[config.mk]
export PLATFORM = sky130hd
export DESIGN_NAME = control_sequencer
export DESIGN_NICKNAME = d
export VERILOG_FILES = /design/src/rtl/control_sequencer.sv
export SDC_FILE = /design/constraint.sdc
export NUM_CORES = 1
export LEC_CHECK = 0
export BUFFER_PORTS_ARGS = -buffer_cell sky130_fd_sc_hd__buf_2
export CORE_ASPECT_RATIO = 1.25
export CORE_MARGIN = 2
export CORE_UTILIZATION = 38
export DETAILED_ROUTE_END_ITERATION = 12
export PLACE_DENSITY = 0.93
export SKIP_CTS_REPAIR_TIMING = 1
export SYNTH_ARGS = -nofsm -noshare
export SYNTH_HDL_FRONTEND = slang
export SYNTH_SLANG_ARGS = --single-unit
[constraint.sdc]
create_clock -name clock -period 4.44 [get_ports clock]
set_input_delay 0.444 -clock clock [delete_from_list [all_inputs] [get_ports clock]]
set_output_delay 0.444 -clock clock [all_outputs]
set_load 0.01 [all_outputs]
[src/rtl/control_sequencer.sv]
// ---------------------------------------------------------------------------
// control_sequencer
//
// Hardwired fetch/decode/execute controller for a simple register-to-register
// datapath. One instruction takes six or more timing steps:
//
//   T0  PC -> MAR, PC+1 -> Z
//   T1  Z -> PC, start memory read into MDR (held until MemReady)
//   T2  MDR -> IR
//   T3  decode: first operand (Rb) -> Y, or flag illegal, or halt
//   T4  second operand (Rc, or Rb for unary ops) -> ALU, result -> Z
//   T5  Z -> Ra
//
// The outputs are a function of the current state and the IR only. They have
// no output registers, so forcing the state to IDLE also forces every output
// low in the same instant.
//
// Ports
//   clock     in   sole clock, rising edge
//   clear     in   asynchronous active-low reset (state -> IDLE)
//   Start     in   leave IDLE and begin fetching (ignored elsewhere)
//   MemReady  in   memory read data valid this cycle (looked at in T1 only)
//   IR        in   [31:0] instruction register contents from the datapath
//   Rin       out  [15:0] one-hot register load enable
//   Rout      out  [15:0] one-hot register bus drive enable
//   PCin, PCout, MARin, MDRin, MDRout, IRin, Yin, Zlowin, Zlowout,
//   IncPC, Read
//             out  datapath control strobes
//   ALUop     out  [3:0] ALU operation select (non-zero only in T4)
//   Run       out  high while an instruction is in progress (T0..T5)
//   Illegal   out  one-cycle pulse in T3 for an undefined opcode
// ---------------------------------------------------------------------------
module control_sequencer (
    input  logic        clock,
    input  logic        clear,
    input  logic        Start,
    input  logic        MemReady,
    input  logic [31:0] IR,
    output logic [15:0] Rin,
    output logic [15:0] Rout,
    output logic        PCin,
    output logic        PCout,
    output logic        MARin,
    output logic        MDRin,
    output logic        MDRout,
    output logic        IRin,
    output logic        Yin,
    output logic        Zlowin,
    output logic        Zlowout,
    output logic        IncPC,
    output logic        Read,
    output logic [3:0]  ALUop,
    output logic        Run,
    output logic        Illegal
);

    typedef enum logic [2:0] {
        S_IDLE = 3'd0,
        S_T0   = 3'd1,
        S_T1   = 3'd2,
        S_T2   = 3'd3,
        S_T3   = 3'd4,
        S_T4   = 3'd5,
        S_T5   = 3'd6,
        S_HALT = 3'd7
    } state_t;

    state_t state_reg;
    state_t state_next;

    // -----------------------------------------------------------------------
    // Instruction field extraction and opcode classification
    // -----------------------------------------------------------------------
    logic [4:0]  opcode;
    logic [3:0]  ra_field;
    logic [3:0]  rb_field;
    logic [3:0]  rc_field;
    logic        op_binary;
    logic        op_unary;
    logic        op_halt;
    logic [15:0] ra_onehot;
    logic [15:0] rb_onehot;
    logic [15:0] rc_onehot;

    assign opcode   = IR[31:27];
    assign ra_field = IR[26:23];
    assign rb_field = IR[22:19];
    assign rc_field = IR[18:15];

    // Opcodes 0..8 take two register operands; 9 (neg) and 10 (not) take one.
    assign op_binary = (opcode <= 5'd8);
    assign op_unary  = (opcode == 5'd9) || (opcode == 5'd10);
    assign op_halt   = (opcode == 5'h1F);

    // The low IR bits are immediate/unused space in this instruction set.
    logic unused_ir_bits;
    assign unused_ir_bits = ^IR[14:0];

    // Register-number to one-hot decoders. Each output bit is a simple
    // equality compare, so at most one bit can ever be set per decoder.
    genvar gi;
    generate
        for (gi = 0; gi < 16; gi = gi + 1) begin : g_reg_decode
            assign ra_onehot[gi] = (ra_field == 4'(gi));
            assign rb_onehot[gi] = (rb_field == 4'(gi));
            assign rc_onehot[gi] = (rc_field == 4'(gi));
        end
    endgenerate

    // -----------------------------------------------------------------------
    // State register
    // -----------------------------------------------------------------------
    always_ff @(posedge clock or negedge clear) begin
        if (!clear) begin
            state_reg <= S_IDLE;
        end else begin
            state_reg <= state_next;
        end
    end

    // -----------------------------------------------------------------------
    // Next-state and output decode
    // -----------------------------------------------------------------------
    always_comb begin
        state_next = state_reg;
        Rin        = 16'h0000;
        Rout       = 16'h0000;
        PCin       = 1'b0;
        PCout      = 1'b0;
        MARin      = 1'b0;
        MDRin      = 1'b0;
        MDRout     = 1'b0;
        IRin       = 1'b0;
        Yin        = 1'b0;
        Zlowin     = 1'b0;
        Zlowout    = 1'b0;
        IncPC      = 1'b0;
        Read       = 1'b0;
        ALUop      = 4'h0;
        Run        = 1'b0;
        Illegal    = 1'b0;

        case (state_reg)
            S_IDLE: begin
                if (Start) begin
                    state_next = S_T0;
                end
            end

            S_T0: begin
                Run        = 1'b1;
                PCout      = 1'b1;
                MARin      = 1'b1;
                IncPC      = 1'b1;
                Zlowin     = 1'b1;
                state_next = S_T1;
            end

            S_T1: begin
                // Reloading PC from Z on every wait cycle is harmless: Z still
                // holds PC+1 from T0, so the strobes can stay constant here.
                Run     = 1'b1;
                Zlowout = 1'b1;
                PCin    = 1'b1;
                Read    = 1'b1;
                MDRin   = 1'b1;
                if (MemReady) begin
                    state_next = S_T2;
                end
            end

            S_T2: begin
                Run        = 1'b1;
                MDRout     = 1'b1;
                IRin       = 1'b1;
                state_next = S_T3;
            end

            S_T3: begin
                Run = 1'b1;
                if (op_binary) begin
                    Rout       = rb_onehot;
                    Yin        = 1'b1;
                    state_next = S_T4;
                end else if (op_unary) begin
                    // Unary ops need no Y operand; T3 is a dead step for them.
                    state_next = S_T4;
                end else if (op_halt) begin
                    state_next = S_HALT;
                end else begin
                    Illegal    = 1'b1;
                    state_next = S_T0;
                end
            end

            S_T4: begin
                Run        = 1'b1;
                Zlowin     = 1'b1;
                ALUop      = opcode[3:0];
                Rout       = op_unary ? rb_onehot : rc_onehot;
                state_next = S_T5;
            end

            S_T5: begin
                Run        = 1'b1;
                Zlowout    = 1'b1;
                Rin        = ra_onehot;
                state_next = S_T0;
            end

            S_HALT: begin
                // Terminal until clear is asserted.
                state_next = S_HALT;
            end

            default: begin
                state_next = S_IDLE;
            end
        endcase
    end

endmodule

==> results by group <==
Clocking
  • CTS Sinks: 3
  • Worst-Skew Late Latency: approximately 0.24 ns
  • Total CTS buffers: 3
  • H-tree Lvls: 1
  • Bufs on Longest Clock Path: 2
  • Root Driver: clkbuf_4
  • CTS tree: done
  • Clk slew on worst S/H paths: approximately 0.03 ns

Placement
  • Cell total after placement: 201
  • Hpwl dp: a little under 2000 um
  • Port bufs: 69
  • Gpl congestion: 0.781

Floorplanning
  • Core ar.: about 2000 sq um
  • # rows: 18
  • Die Wd: approximately 45 um
  • I/O pin count: 85
  • Die Ht: 55.8 um
  • Initial Util: 0.406
  • Die ar.: 2530 sq um

Synthesis
  • Seq/Total Area, Yosys: 0.0922
  • Post-synth net total: 158
  • Synth Register Bits: 3
  • Post-Syn Area: around 800 sq um
  • Leading post-synthesis cells by cell area: dfrtp_1 9.2%, nor2_1 7.8%, nand2_1 7.4%
  • Share of the synthesized area in the top cell type: 0.0922
  • Post-synth top area cell: dfrtp_1
  • Post-synth cell types: 37
  • Syn avg cell area: approximately 6.7 sq um
  • Gate Count Post-Synth: approximately 120
  • YS warnings: 0

Timing
  • Setup TNS: 0 ns
  • Fin crit share: 0.553
  • RSZ-0062 raised after global routing: no
  • Slew Limit Headroom: 0.637
  • Final hold violations: 0
  • Tmin final: 2.45 ns
  • Fmax: 0.408 GHz
  • Max Slew Vio Count: 0
  • Final setup vio count: 0
  • Tightest Pin Transition: between 0.5 and 0.6 ns
  • Clock Skew: 0.00486 ns
  • Hold WS: 0.510 ns

Critical path
  • Crit. End Element: output pin
  • Worst Path Arrival: about 2 ns
  • Crit start category: flip-flop
  • Critical path type: reg -> out
  • Critical path fanouts, max: 16
  • CP required: ~4 ns

Hold path
  • HP Class: in -> reg

GRT
  • Pin count of the biggest net entering global routing: 17
  • Grt ovf: 0
  • GRT Total Usage: 0.181
  • Initial antenna violation count: 0
  • Number of global-route vias before repair: approximately 910
  • First-pass GRT wire length: about 3600 um

Routing
  • DRT iter0 DRCs: 29
  • Vias/cell: 5.55
  • WL/cell: around 12 um
  • Number of remaining DRC errors: 0
  • Final ANT Viol Nets: 0
  • Total Wirelength: 2430 um
  • Via count: roughly 1100
  • First-pass detailed-route iteration total: 4

Finish
  • Share of cells above drive strength 1: 0.452
  • Antenna diodes: 0
  • Max reg flops: 3
  • P&R area growth vs syn: 41.6%
  • Most frequent cells in the layout: 69 x buf_2, 17 x nor2_1, 16 x nand2_1
  • # nets final: 223
  • Final Util: 0.576
  • Most common cell after layout, fill and taps aside: buf_2
  • Non-filler cells in the finished layout: 206

Pwr
  • Maximum vdd drop: between 0.3 and 0.4 mV
  • PwrDens: between 300 and 400 nW/um^2
  • Leak: between 0.0006 and 0.0007 uW

Status
  • Outcome: finished clean

Flow run
  • Max Cap Viol: 0
metrics by stage:
step           setup slack (ns)  power, uW  area [sq um]
6_report                   1.99        365          1150
5_1_grt                    1.84        398          1150
4_1_cts                    2.01        366          1140
3_5_place_dp               2.20        315          1120
3_3_place_gp               2.24        311          1120
2_1_floorplan              2.34        262           815
per-layer routing:
layer | routed length (um) | part of all wire | track usage | vias up
met1 | 939 | 0.39 | 0.205 | 491
met2 | 1240 | 0.51 | 0.324 | 75
met4 | 17 | 0.0070 | 0.0630 | 0
met5 | 0 | 0 | 0 | -
li1 | - | - | - | 575
met3 | 232 | 0.095 | 0.0227 | 2
worst max-delay path: stages (launching register included):
cell	delay, ns
dfrtp_1	0.61
and3_1	0.39
a31oi_4	0.23
o32ai_1	0.36
buf_2	0.18
where the power goes:
part	total (uW)	leakage [uW]	internal (uW)	switching [uW]
sequential	82.7	0.0000376	41.1	41.5
combinational	234	0.000552	101	133
clock	48.6	0.0000150	33.7	14.9
Yosys cell counts:
library cell	n
a211oi_1	2
nand4b_1	3
buf_4	5
inv_1	2
dfrtp_1	3
mux2i_1	1
buf_2	3
a21o_2	1
nand2b_1	9
a21oi_1	2
or2_2	6
and3_1	2
and2_1	3
buf_6	1
or3_1	1
nand3_1	3
nor4_1	1
nor2b_1	3
nor3b_2	1
nor4_4	1
xor2_1	1
nand2_1	16
o21ai_0	1
o22ai_1	3
nor3_1	7
a21o_1	1
nand4_1	3
o31ai_1	8
o32ai_1	5
nand3b_1	1
clkbuf_1	1
a211o_1	1
a31oi_4	1
and2_2	1
nor2_1	17
o31a_1	1
nand2b_4	1
kinds of logic (layout without fill, tap and decap cells):
group | after synthesis | in the layout | share of synthesized area
AOI/OAI and AO/OA | 26 | 26 | 0.255
xor gates and xnor gates | 1 | 1 | 0.0108
buffers and inverters | 12 | 76 | 0.0922
DFF | 3 | 3 | 0.0922
muxes | 1 | 1 | 0.0123
and+or+nand+nor | 79 | 79 | 0.538
path summary, 6_finish.rpt:
path                                    from      endpoint  slack, ns  depth (start not counted)
min in group asynchronous              clear  state_reg[1]       0.53                          2
max in group asynchronous              clear  state_reg[0]       3.79                          2
worst max register to register  state_reg[2]  state_reg[1]       3.29                          2
worst max-delay path            state_reg[2]       Rout[4]       1.99                          4
worst min-delay path                MemReady  state_reg[0]       0.51                          3
worst min register to register  state_reg[1]  state_reg[2]       0.67                          2
layout make-up:
type,count,area [sq um]
repair buffers,70,355
inverters,2,7.51
multi-input cells,107,664
fillers,181,851
clock buffers,4,26.3
flip-flops and latches,3,75.1
well taps,20,25.0
No activity file was read; power rests on OpenSTA's default activity.
